`src/rtl/liteic_slave_node_write.sv`:
```
// Slave-side write node: arbitrates master write requests by QoS (round-robin on ties),
// forwards one AW+W to the AXI-Lite slave at a time and routes B back to the winner.
module liteic_slave_node_write #(
  parameter int NUM_MASTERS = 4,
  parameter int ADDR_WIDTH  = 32,
  parameter int WDATA_WIDTH = 36,
  parameter int BRESP_WIDTH = 2,
  parameter int QOS_WIDTH   = 4
) (
  input  logic                               clk_i,
  input  logic                               rst_i,
  input  logic [NUM_MASTERS-1:0]             cbar_aw_val_i,
  output logic [NUM_MASTERS-1:0]             cbar_aw_rdy_o,
  input  logic [NUM_MASTERS*ADDR_WIDTH-1:0]  cbar_aw_data_i,
  input  logic [NUM_MASTERS*QOS_WIDTH-1:0]   cbar_awqos_i,
  input  logic [NUM_MASTERS-1:0]             cbar_w_val_i,
  output logic [NUM_MASTERS-1:0]             cbar_w_rdy_o,
  input  logic [NUM_MASTERS*WDATA_WIDTH-1:0] cbar_w_data_i,
  output logic [NUM_MASTERS-1:0]             cbar_b_val_o,
  input  logic [NUM_MASTERS-1:0]             cbar_b_rdy_i,
  output logic [BRESP_WIDTH-1:0]             cbar_b_data_o,
  output logic [ADDR_WIDTH-1:0]              slv_aw_addr_o,
  output logic                               slv_aw_valid_o,
  input  logic                               slv_aw_ready_i,
  output logic [WDATA_WIDTH-5:0]             slv_w_data_o,
  output logic [3:0]                         slv_w_strb_o,
  output logic                               slv_w_valid_o,
  input  logic                               slv_w_ready_i,
  input  logic [BRESP_WIDTH-1:0]             slv_b_resp_i,
  input  logic                               slv_b_valid_i,
  output logic                               slv_b_ready_o
);
  // state | meaning
  // IDLE  | no grant held; arbitrate among requesting masters
  // XFER  | forwarding AW and W of the granted master, each exactly once
  // RESP  | passing the slave B response back to the granted master

  localparam int GW = (NUM_MASTERS > 1) ? $clog2(NUM_MASTERS) : 1;

  typedef enum logic [1:0] {IDLE, XFER, RESP} state_t;

  state_t                 state, state_nxt;
  logic [GW-1:0]          gnt, rr_ptr, sel, sel_inc;
  logic                   aw_done, w_done;
  logic [NUM_MASTERS-1:0] req;
  logic                   any_req, aw_hs, w_hs, b_hs;
  logic [QOS_WIDTH-1:0]   best_qos;
  logic [WDATA_WIDTH-1:0] w_sel;

  logic [ADDR_WIDTH-1:0]  aw_addr [NUM_MASTERS];
  logic [WDATA_WIDTH-1:0] w_pay   [NUM_MASTERS];
  logic [QOS_WIDTH-1:0]   qos     [NUM_MASTERS];

  for (genvar m = 0; m < NUM_MASTERS; m++) begin : g_unpack
    assign aw_addr[m] = cbar_aw_data_i[m*ADDR_WIDTH +: ADDR_WIDTH];
    assign w_pay[m]   = cbar_w_data_i[m*WDATA_WIDTH +: WDATA_WIDTH];
    assign qos[m]     = cbar_awqos_i[m*QOS_WIDTH +: QOS_WIDTH];
  end

  assign req     = cbar_aw_val_i | cbar_w_val_i;
  assign any_req = |req;

  // Highest QoS wins; among equals, first requester scanning upward from rr_ptr.
  always_comb begin : arbitrate
    logic [GW:0]   idx_w;
    logic [GW-1:0] idx;
    logic          found;
    best_qos = '0;
    sel      = '0;
    found    = 1'b0;
    idx_w    = '0;
    idx      = '0;
    for (int m = 0; m < NUM_MASTERS; m++) begin
      if (req[m] && (qos[m] > best_qos)) best_qos = qos[m];
    end
    for (int k = 0; k < NUM_MASTERS; k++) begin
      idx_w = {1'b0, rr_ptr} + (GW+1)'(k);
      if (idx_w >= (GW+1)'(NUM_MASTERS)) idx_w = idx_w - (GW+1)'(NUM_MASTERS);
      idx = idx_w[GW-1:0];
      if (!found && req[idx] && (qos[idx] == best_qos)) begin
        sel   = idx;
        found = 1'b1;
      end
    end
  end

  assign sel_inc = (sel == GW'(NUM_MASTERS-1)) ? '0 : sel + 1'b1;

  always_ff @(posedge clk_i or posedge rst_i) begin
    if (rst_i) begin
      state   <= IDLE;
      gnt     <= '0;
      rr_ptr  <= '0;
      aw_done <= 1'b0;
      w_done  <= 1'b0;
    end else begin
      state <= state_nxt;
      case (state)
        IDLE: if (any_req) begin
          gnt     <= sel;
          rr_ptr  <= sel_inc;
          aw_done <= 1'b0;
          w_done  <= 1'b0;
        end
        XFER: begin
          if (aw_hs) aw_done <= 1'b1;
          if (w_hs)  w_done  <= 1'b1;
        end
        default: ;
      endcase
    end
  end

  always_comb begin
    state_nxt = state;
    case (state)
      IDLE:    if (any_req) state_nxt = XFER;
      XFER:    if ((aw_done || aw_hs) && (w_done || w_hs)) state_nxt = RESP;
      RESP:    if (b_hs) state_nxt = IDLE;
      default: state_nxt = IDLE;
    endcase
  end

  always_comb begin
    cbar_aw_rdy_o  = '0;
    cbar_w_rdy_o   = '0;
    cbar_b_val_o   = '0;
    slv_aw_valid_o = 1'b0;
    slv_w_valid_o  = 1'b0;
    slv_b_ready_o  = 1'b0;
    case (state)
      XFER: begin
        slv_aw_valid_o     = cbar_aw_val_i[gnt] & ~aw_done;
        slv_w_valid_o      = cbar_w_val_i[gnt] & ~w_done;
        cbar_aw_rdy_o[gnt] = slv_aw_ready_i & ~aw_done;
        cbar_w_rdy_o[gnt]  = slv_w_ready_i & ~w_done;
      end
      RESP: begin
        slv_b_ready_o     = cbar_b_rdy_i[gnt];
        cbar_b_val_o[gnt] = slv_b_valid_i;
      end
      default: ;
    endcase
  end

  assign aw_hs = slv_aw_valid_o & slv_aw_ready_i;
  assign w_hs  = slv_w_valid_o & slv_w_ready_i;
  assign b_hs  = slv_b_valid_i & slv_b_ready_o;

  assign w_sel         = w_pay[gnt];
  assign slv_aw_addr_o = aw_addr[gnt];
  assign slv_w_data_o  = w_sel[WDATA_WIDTH-5:0];
  assign slv_w_strb_o  = w_sel[WDATA_WIDTH-1 -: 4];
  assign cbar_b_data_o = slv_b_resp_i;

endmodule

```
`config.mk`:
```
export PLATFORM = sky130hd
export DESIGN_NAME = liteic_slave_node_write
export DESIGN_NICKNAME = d
export VERILOG_FILES = /design/src/rtl/liteic_slave_node_write.sv
export SDC_FILE = /design/constraint.sdc
export NUM_CORES = 1
export LEC_CHECK = 0
export ABC_CLOCK_PERIOD_IN_PS = 5850
export CAP_MARGIN = 20
export CORE_AREA = 4 4 149 151
export DETAILED_ROUTE_END_ITERATION = 12
export DIE_AREA = 0 0 153 155
export PLACE_DENSITY = 0.6
export SLEW_MARGIN = 20
export SYNTH_ARGS = -nofsm -noshare
export SYNTH_HDL_FRONTEND = slang
export SYNTH_SLANG_ARGS = --single-unit
```
`constraint.sdc`:
```
create_clock -name clk_i -period 5.85 [get_ports clk_i]
set_input_delay 0.585 -clock clk_i [delete_from_list [all_inputs] [get_ports clk_i]]
set_output_delay 0.585 -clock clk_i [all_outputs]
set_load 0.02 [all_outputs]
```
==> results.ini <==
[status]
status = complete, no violations

[critical_path]
reg2reg_slack_ps = 3020
crit_end = rr_ptr[1]
crit_fanout = 8
endpoint_kind = register
cp-startpoint = cbar_awqos_i[1]
crit_type = in -> reg
critical_path_arrival_ps = 5880
reg2reg_depth = 8
start_kind = primary input
cp.required_ps = 5990

[logic_synthesis]
synth_xor_area_share_pct = 2.97
synth_area_per_cell_sq_um = 11.2
ys_types = 57
synth_simple_gate_area_share_pct = 12.8
syn_nets = 635
synth_edf_count = 0
synth_compound_gate_area_share_pct = 13.3
synth_ff_type = dfrtp_1
synth-seq-cells = 8
synth_top_family_by_area = multiplexers
synthAdderAreaFrac_pct = 4.25
synthCells = 316
synthMuxAreaShare_pct = 56.1
seq_area_frac_synth_pct = 5.67
syn_area_sq_um = 3530
ys_async_sr_fraction_pct = 100
ys.warnings.count = 0

[floorplanning]
dieWidth_um = 153
dieArea_sq_um = 23700
core.rowCount = 53
die_height_um = 155
io_pins = 392
start_util_pct = 17.0
core_area_sq_um = 20800

[clock_network]
cts_buffer_depth = 2
cts_root_buf = clkbuf_16
cts_hold_repair.buffers = 0
path_clk_slew_ps = 40
cts_made_buffers = 3
cts.htree.levels = 1
insertion_delay_ps = 230
cts_sinks = 8
cts_tree = built

[hold_path]
hold_class = reg -> reg

[finish]
area_growth_pct = 136
drive_gt1_share_pct = 25.1
nNetsFinal = 1046

[sta]
fmax_mhz = 174
hold_violations = 0
setup-violations-final = 0
finalSetupTns_ps = 0
skew_ps = 1.46
slew_violations = 0
fin_crit_sh_pct = 98.2
post-route-min-period_ps = 5740
worst_pin_slew_ps = 1070
slew_headroom_pct = 28.5

[detailed_routing]
wl_mm = 31.4
dr.first_iter.drc_count = 271
drc = 0
dr.pass1.iters = 5
wl_per_cell_um = 31.3
viasPerCell = 4.83
ant_nets = 0
dr_total_vias = 4847

[place]
place_congestion = 0.924
io_buffer_count = 387
dp_hpwl_mm = 27.2

[global_routing]
track_usage_pct = 24.6
grt_first_pass_wirelength_mm = 40.8
antenna_found_initial = 5
grt_use_met1_pct = 31.1
gr-total-overflow = 0
grt_util_met3_pct = 15.6
grt_max_degree = 78
grt_busiest_layer = met2
grt_pass1_vias = 4963
grtUsageMet2_pct = 36.9

[pwr]
ir_worst_vdd_mv = 0.195
p_leak_nw = 3.11
power.density_nw_per_um2 = 392
p_total_mw = 3.27

[job]
cap_violations = 0

## synth_stat cells (3+ instances only)
cell type  instances  area share, %
o21ai_0            8            1.1
a21oi_1           19            2.7
mux2_2             3           0.96
a22o_1             4           0.99
nand2b_1           3           0.53
nand2_1           15            1.6
mux4_2            81             52
ha_1              12            4.2
buf_1             10            1.1
mux2i_1           11            3.1
dfrtp_1            8            5.7
xnor2_1            8            2.0
nor3_1             9            1.3
and2_1             6            1.1
o211ai_1           3           0.64
xor2_1             4           0.99
nor2_1            28            3.0
buf_2              3           0.42
a21o_1             5            1.1
inv_1             11            1.2
nor2b_1            7            1.2
clkbuf_1          13            1.4
## worst max-delay path, cell delays in order
cell and delay, ps:
dlygate4sd2_1 300, nand2_2 110, ha_4 290, nor2b_4 160, o211ai_4 100, a21oi_4 210, mux2i_2 280, inv_2 70
ha_4 270, nor2b_4 130, o211ai_2 120, a211o_4 390, buf_6 130, nand2_1 40, o21ai_1 60, ha_1 330
a41oi_2 160, a21boi_4 340, nor2b_2 80, a221o_1 410, xnor2_1 150, or4_4 520, nand2b_4 180, o21ba_4 190
o311ai_2 250
## layer usage
layer | wire, um | share of wire (%)
met2 | 13800 | 44
met3 | 4730 | 15
met4 | 290 | 0.92
met5 | 41 | 0.13
met1 | 12500 | 40
## worst min-delay path by stage
| stage | startpoint | endpoint | depth (start not counted) |
|---|---|---|---|
| after floorplan | rst_i | async pin | 1 |
| after global placement | w_done | w_done | 1 |
| after detailed placement | w_done | w_done | 1 |
| after CTS | w_done | w_done | 1 |
| after global routing | aw_done | aw_done | 1 |
| final | aw_done | aw_done | 1 |
## power by group
| part | internal [mW] | switching (mW) | total (mW) |
|---|---|---|---|
| combinational | 1.46 | 1.46 | 2.91 |
| sequential | 0.0825 | 0.152 | 0.235 |
| clock | 0.0912 | 0.0305 | 0.122 |
## metrics by stage
step | setup slack (ps) | area, sq um | std cells | hold slack [ps] | util [%]
final | 106 | 8340 | 1003 | 532 | 40.0
after detailed placement | -561 | 7880 | 982 | 516 | 37.8
after CTS | 79.8 | 8090 | 994 | 529 | 38.8
after floorplan | 25.1 | 3530 | 316 | 401 | -
after global routing | -73.3 | 8330 | 1002 | 566 | 40.0
after global placement | -451 | 7880 | 982 | 508 | 37.8
## cell type report
| type | instances | area, sq um |
|---|---|---|
| Antenna cell | 2 | 5.00 |
| Clock buffer | 4 | 78.8 |
| Fill cell | 2092 | 12500 |
| Inverter | 12 | 45.0 |
| Multi-Input combinational cell | 267 | 3390 |
| Sequential cell | 8 | 208 |
| Tap cell | 275 | 344 |
| Timing Repair Buffer | 435 | 4270 |
## layout by cell type (no fill, tap or decap), types with 3 or more instances in the layout
cell             count
a21o_1               5
a21oi_1             17
a22o_1               4
and2_1               5
buf_4               46
clkbuf_16            3
clkdlybuf4s50_1    377
dfrtp_1              6
dlymetal6s2s_1       6
ha_1                 5
ha_4                 7
inv_1               10
mux2_2               3
mux2i_1             10
mux4_2              81
nand2_1             13
nand2b_1             3
nor2_1              28
nor2b_1              5
nor3_1               9
o211ai_1             3
o21ai_0              5
xnor2_1              7
xor2_1               4
## cells by family (layout without fill, tap and decap cells)
kind of cell	after synthesis	in the layout
AOI/OAI and AO/OA	62	62
xor gates and xnor gates	12	12
adders and majority gates	12	12
buffers and inverters	41	451
DFF	8	8
muxes	96	96
other	0	2
and+or+nand+nor	85	85
## timing repair
item	4_1_cts	5_1_grt
setup endpoints to repair	4	4
resized for setup	19	39
setup buffers	8	6
pin swaps	20	19
Power figures use the tool's default switching activity.
